### src/rtl/gps_lut_pkg.sv
// Shared types and table geometry for the GPS interpolation LUT search controller.
package gps_lut_pkg;

  typedef enum logic [1:0] {
    ST_IDLE = 2'd0,
    ST_SCAN = 2'd1,
    ST_DONE = 2'd2
  } state_e;

  // cos table geometry
  localparam int unsigned COS_DEPTH   = 128;
  localparam int unsigned COS_ADDR_W  = 7;
  localparam int unsigned COS_KEY_W   = 48;
  localparam int unsigned COS_VAL_W   = 48;

  // asin table geometry
  localparam int unsigned ASIN_DEPTH  = 64;
  localparam int unsigned ASIN_ADDR_W = 6;
  localparam int unsigned ASIN_KEY_W  = 64;
  localparam int unsigned ASIN_VAL_W  = 64;

endpackage

### src/rtl/gps_lut_search_ctrl_arb.sv
// Two-way round-robin arbiter; the pointer flips away from the winner on each grant.
module lut_rr_arbiter (
  input  logic       clk,
  input  logic       reset_n,
  input  logic [1:0] req_i,
  input  logic       en_i,
  output logic       gnt_c,
  output logic       any_c
);

  logic ptr_q, ptr_d;

  always_comb begin
    any_c = |req_i;
    gnt_c = 1'b0;
    ptr_d = ptr_q;
    case (req_i)
      2'b01:   gnt_c = 1'b0;
      2'b10:   gnt_c = 1'b1;
      2'b11:   gnt_c = ptr_q;
      default: gnt_c = 1'b0;
    endcase
    if (en_i && any_c) begin
      ptr_d = ~gnt_c;
    end
  end

  always_ff @(posedge clk or negedge reset_n) begin
    if (!reset_n) begin
      ptr_q <= 1'b0;
    end else begin
      ptr_q <= ptr_d;
    end
  end

endmodule

### src/rtl/gps_lut_search_ctrl.sv
// Arbitrates two requesters onto one interpolation ROM and linearly scans it for
// the entry pair bracketing the granted key.
module gps_lut_search_ctrl
  import gps_lut_pkg::*;
#(
  parameter int unsigned KEY_W  = 64,
  parameter int unsigned VAL_W  = 64,
  parameter int unsigned ADDR_W = 7,
  parameter int unsigned DEPTH  = 128
) (
  input  logic                     clk,
  input  logic                     reset_n,
  input  logic [1:0]               req,
  input  logic [KEY_W-1:0]         key0,
  input  logic [KEY_W-1:0]         key1,
  output logic [ADDR_W-1:0]        LUT_ADDR,
  input  logic [KEY_W+VAL_W-1:0]   LUT_DATA,
  output logic                     busy,
  output logic                     gnt_id,
  output logic                     done,
  output logic [KEY_W-1:0]         x0,
  output logic [KEY_W-1:0]         x1,
  output logic [VAL_W-1:0]         y0,
  output logic [VAL_W-1:0]         y1,
  output logic                     exact,
  output logic                     under,
  output logic                     over
);

  localparam logic [ADDR_W-1:0] LAST_ADDR = ADDR_W'(DEPTH - 1);

  state_e             state_q, state_d;
  logic [ADDR_W-1:0]  addr_q, addr_d;
  logic [KEY_W-1:0]   key_q, key_d;
  logic [KEY_W-1:0]   prev_x_q, prev_x_d;
  logic [VAL_W-1:0]   prev_y_q, prev_y_d;
  logic               busy_q, busy_d;
  logic               gnt_q, gnt_d;
  logic               done_q, done_d;
  logic [KEY_W-1:0]   x0_q, x0_d, x1_q, x1_d;
  logic [VAL_W-1:0]   y0_q, y0_d, y1_q, y1_d;
  logic               exact_q, exact_d, under_q, under_d, over_q, over_d;

  logic               arb_en_c;
  logic               arb_gnt_c;
  logic               arb_any_c;
  logic [KEY_W-1:0]   lut_x_c;
  logic [VAL_W-1:0]   lut_y_c;

  assign lut_x_c = LUT_DATA[KEY_W+VAL_W-1:VAL_W];
  assign lut_y_c = LUT_DATA[VAL_W-1:0];

  lut_rr_arbiter u_arb (
    .clk     (clk),
    .reset_n (reset_n),
    .req_i   (req),
    .en_i    (arb_en_c),
    .gnt_c   (arb_gnt_c),
    .any_c   (arb_any_c)
  );

  // Next-state, scan compare and result capture
  always_comb begin
    state_d  = state_q;
    addr_d   = addr_q;
    key_d    = key_q;
    prev_x_d = prev_x_q;
    prev_y_d = prev_y_q;
    busy_d   = busy_q;
    gnt_d    = gnt_q;
    done_d   = 1'b0;
    x0_d     = x0_q;
    x1_d     = x1_q;
    y0_d     = y0_q;
    y1_d     = y1_q;
    exact_d  = exact_q;
    under_d  = under_q;
    over_d   = over_q;
    arb_en_c = 1'b0;

    case (state_q)
      ST_IDLE: begin
        if (arb_any_c) begin
          arb_en_c = 1'b1;
          gnt_d    = arb_gnt_c;
          key_d    = arb_gnt_c ? key1 : key0;
          addr_d   = '0;
          exact_d  = 1'b0;
          under_d  = 1'b0;
          over_d   = 1'b0;
          busy_d   = 1'b1;
          state_d  = ST_SCAN;
        end
      end

      ST_SCAN: begin
        if (key_q == lut_x_c) begin
          x0_d    = lut_x_c;
          x1_d    = lut_x_c;
          y0_d    = lut_y_c;
          y1_d    = lut_y_c;
          exact_d = 1'b1;
          done_d  = 1'b1;
          state_d = ST_DONE;
        end else if (key_q < lut_x_c) begin
          x1_d    = lut_x_c;
          y1_d    = lut_y_c;
          // Below the first entry there is no lower neighbour, so clamp.
          if (addr_q == '0) begin
            x0_d    = lut_x_c;
            y0_d    = lut_y_c;
            under_d = 1'b1;
          end else begin
            x0_d    = prev_x_q;
            y0_d    = prev_y_q;
          end
          done_d  = 1'b1;
          state_d = ST_DONE;
        end else if (addr_q == LAST_ADDR) begin
          x0_d    = lut_x_c;
          x1_d    = lut_x_c;
          y0_d    = lut_y_c;
          y1_d    = lut_y_c;
          over_d  = 1'b1;
          done_d  = 1'b1;
          state_d = ST_DONE;
        end else begin
          prev_x_d = lut_x_c;
          prev_y_d = lut_y_c;
          addr_d   = addr_q + ADDR_W'(1);
        end
      end

      ST_DONE: begin
        busy_d  = 1'b0;
        state_d = ST_IDLE;
      end

      default: begin
        busy_d  = 1'b0;
        state_d = ST_IDLE;
      end
    endcase
  end

  always_ff @(posedge clk or negedge reset_n) begin
    if (!reset_n) begin
      state_q  <= ST_IDLE;
      addr_q   <= '0;
      key_q    <= '0;
      prev_x_q <= '0;
      prev_y_q <= '0;
      busy_q   <= 1'b0;
      gnt_q    <= 1'b0;
      done_q   <= 1'b0;
      x0_q     <= '0;
      x1_q     <= '0;
      y0_q     <= '0;
      y1_q     <= '0;
      exact_q  <= 1'b0;
      under_q  <= 1'b0;
      over_q   <= 1'b0;
    end else begin
      state_q  <= state_d;
      addr_q   <= addr_d;
      key_q    <= key_d;
      prev_x_q <= prev_x_d;
      prev_y_q <= prev_y_d;
      busy_q   <= busy_d;
      gnt_q    <= gnt_d;
      done_q   <= done_d;
      x0_q     <= x0_d;
      x1_q     <= x1_d;
      y0_q     <= y0_d;
      y1_q     <= y1_d;
      exact_q  <= exact_d;
      under_q  <= under_d;
      over_q   <= over_d;
    end
  end

  assign LUT_ADDR = addr_q;
  assign busy     = busy_q;
  assign gnt_id   = gnt_q;
  assign done     = done_q;
  assign x0       = x0_q;
  assign x1       = x1_q;
  assign y0       = y0_q;
  assign y1       = y1_q;
  assign exact    = exact_q;
  assign under    = under_q;
  assign over     = over_q;

endmodule

### config.mk
export PLATFORM = sky130hd
export DESIGN_NAME = gps_lut_search_ctrl
export DESIGN_NICKNAME = d
export VERILOG_FILES = /design/src/rtl/gps_lut_pkg.sv /design/src/rtl/gps_lut_search_ctrl_arb.sv /design/src/rtl/gps_lut_search_ctrl.sv
export SDC_FILE = /design/constraint.sdc
export NUM_CORES = 1
export LEC_CHECK = 0
export ABC_CLOCK_PERIOD_IN_PS = 8500
export CELL_PAD_IN_SITES_DETAIL_PLACEMENT = 1
export CELL_PAD_IN_SITES_GLOBAL_PLACEMENT = 2
export CORE_AREA = 2 2 248 250
export DETAILED_ROUTE_END_ITERATION = 16
export DIE_AREA = 0 0 250 252
export HOLD_SLACK_MARGIN = 0.03
export PLACE_DENSITY_LB_ADDON = 0.1
export SYNTH_ARGS = -nofsm -noshare
export SYNTH_HDL_FRONTEND = slang
export SYNTH_SLANG_ARGS = --single-unit
export TNS_END_PERCENT = 20
### constraint.sdc
create_clock -name clk -period 8.5 [get_ports clk]
set_clock_uncertainty 0.1 [all_clocks]
set_input_delay 0.85 -clock clk [delete_from_list [all_inputs] [get_ports clk]]
set_output_delay 0.85 -clock clk [all_outputs]
set_load 0.01 [all_outputs]
==> impl_results.md <==
- Status: complete, no violations
- Mean area per synthesized cell: between 10 and 15 µm²
- Total GRT Usage: 20.3%
- Fill count: 6291
- Hold Crit Class: input pin to asynchronous set/reset pin
- Leakage: 12.7 nW
- Worst-path fanout max: 133
- Final hold viol count: 0
- Reg area: roughly 12000 µm²
- Yosys top cell area share: between 50% and 60%
- Post-CTS Hold Fix Bufs: 0
- Die H: between 200 and 300 µm
- Worst slew pin tran: 1090 ps
- Synthesized net count: 1950
- RSZ-0062 raised after global routing: false
- Post-synth cell types: 43
- Period utilization: 62.7%
- Clk sinks: approximately 460
- Startpoint types: input pin
- Routed Antenna Nets: 0
- Area Growth Syn to Fin: 38.6%
- Final WL: 64800 µm
- Reg2reg start: key_q[63]
- Power per cell area: about 420 nW/µm²
- Worst vdd ir: 0.000233 V
- Slew HR: 26.9%
- Placer congestion estimate: 0.803
- Max_cap viols: 0
- Number of port buffers: 528
- Total number of vias: 14900
- Resize count post-CTS: 0
- Largest stage delay on the critical path: 950 ps
- H-tree Lvls: 2
- Ys async rst share: 100%
- R2r worst-path depth: 8
- Critical Path End Type: flop
- Final slew viol count: 0
- 1st-iter DRT viols: 928
- Fin area: roughly 28000 µm²
- Reg2Reg Capture Point: x1[11]
- Post-CTS setup buffers: 0
- Setup TNS: 0 ps
- Grt ovf: 0
- Final HPWL DP: 45800 µm
- Most common cell in the netlist: dfrtp_1
- Critical path class: input pin to flop
- Rows: 90
- DIE AREA: 63000 µm²
- IO Pins: 529
- Ratio of cells with drive above 1 in the final layout: 15.9%
- Core box area: 60100 µm²
- Sequential area share after synthesis: 57.1%
- Detailed Routing Iterations Pass 1: 6
- Synth top area cells: dfrtp_1 (57%), mux2_2 (13%), mux2i_1 (6.3%)
- Flop2flop setup slack: approximately 3600 ps
- CP most frequent cell: nand4_1
- Worst EP arrival: around 5700 ps
- Register bit total from synthesis: 464
- Critical Path RT: 8870 ps
- First-pass GRT wire length: 98800 µm
- Worst-Skew Late Latency: 600 ps
- Worst-path clk slew: 60 ps
- Placed Cells: 2856
- Area post-placement: 26300 µm²
- Final #Nets: about 2500
- Tmin final: about 5300 ps
- CTS tree: done
- Finished Layout Cells: 2957
- CP max-delay cell: nor4_1
- Mapped Area: 20300 µm²
- Root cell of the clock tree: clkbuf_16
- Fmax: 0.187 GHz
- Die width: 250 µm
- Synth area leader: dfrtp_1
- Total CTS buffers: 53
- Average wire per standard cell: 21.9 µm
- Number of global-route vias before repair: 16100
- Commonest cells post-synth: dfrtp_1 (464), mux2_2 (236), a21oi_1 (162), nor2_1 (140), inv_1 (133)
- Largest net degree at the start of global routing: 134
- Initial antenna violation count: 8
- Synth warn: 0
- Post-synth EDFFs: 0
- Post-DR vias/cell: 5.02
- Prevailing post-synth register cell: dfrtp_1
- Final core area utilization: 46.8%
- Initial Util: 33.8%
- Multi-input combinational cell area: 7720 µm²
- DR DRC count: 0
- Worst-path cell chain: clkdlybuf4s50_1 -> inv_1 -> ha_1 -> nand4_1 -> nor4_1 -> nand4_1 -> or4_1 -> a31oi_4 -> buf_12 -> mux2_2
- Overall Power: 11.8 mW
- Synth Instances: 1624
- Final Setup Violations: 0
- CTS max path bufs: 3
[where the power goes]
part	leakage (nW)	switching, mW	internal (mW)
Clock	0.919	0.937	1.48
Combinational	6.35	2.61	2.82
Sequential	5.42	0.632	3.36
[flip-flops by register name, summed over array words and instances (netlist names)]
register	cells
under	1
done	1
exact	1
state_q	2
LUT_ADDR	7
over	1
gnt_id	1
x0	64
key_q	64
x1	64
prev_y_q	64
y0	64
y1	64
prev_x_q	64
u_arb.ptr_q	1
busy	1
[routing by layer]
metal	wire, µm	vias to the layer above	track usage, %
li1	-	6794	-
met2	31800	387	34.4
met4	1420	8	5.71
met5	55	-	0
met3	5100	89	6.72
met1	26400	7573	24.7
[per-stage QoR]
stage | hold slack [ps] | setup slack, ps
2_1_floorplan | 341 | 4840
3_3_place_gp | 356 | 2580
3_5_place_dp | 369 | 2420
4_1_cts | 230 | 3030
5_1_grt | 244 | 2840
6_report | 181 | 3170
[cells by family (layout without fill, tap and decap cells)]
family,count (synthesis),count (layout),synth area share (%)
adders and majority gates,66,66,4.06
other,0,4,0
buffers and inverters,227,774,5.06
DFF,464,464,57.1
and+or+nand+nor,210,210,4.48
AOI/OAI and AO/OA,273,273,8.77
muxes,384,384,20.5
[worst max-delay path by stage]
stage	start	to	slack (ps)	cells past startpoint
global route	LUT_DATA[123]	x1[8]	2840	10
global placement	LUT_DATA[124]	x1[8]	2580	10
CTS	LUT_DATA[123]	x1[11]	3030	10
detailed placement	LUT_DATA[123]	x1[11]	2420	10
floorplan	LUT_DATA[98]	x1[10]	4840	11
finish	LUT_DATA[123]	x1[11]	3170	10
[area by class of cell]
class / instances / area share (%)
Multi-Input combinational cell: 933 / 27.4
Inverter: 133 / 1.77
Tap cell: 782 / 3.47
Sequential cell: 464 / 41.2
Clock buffer: 83 / 5.86
Timing Repair Buffer: 544 / 19.5
Clock inverter: 14 / 0.706
Antenna cell: 4 / 0.0355
[placed cells by master, fill, tap and decap left out, drive strengths merged, types with 7 or more instances in the layout]
| master | count |
|---|---|
| clkdlybuf4s50 | 527 |
| dfrtp | 464 |
| mux2 | 256 |
| a21oi | 162 |
| nor2 | 140 |
| inv | 134 |
| mux2i | 128 |
| clkbuf | 83 |
| ha | 66 |
| a222oi | 64 |
| o21ai | 20 |
| nand2 | 18 |
| buf | 17 |
| nand4 | 15 |
| nand3 | 11 |
| clkinv | 8 |
| nor3 | 7 |
| a31oi | 7 |
[worst max-delay path: cells and delay by family]
kind / cells / cell delay (ps)
compound gates: 1 / 790
mux: 1 / 410
buf+inv: 3 / 1170
simple gates: 4 / 2050
fa+ha+maj: 1 / 320
No activity file was read; power rests on OpenSTA's default activity.
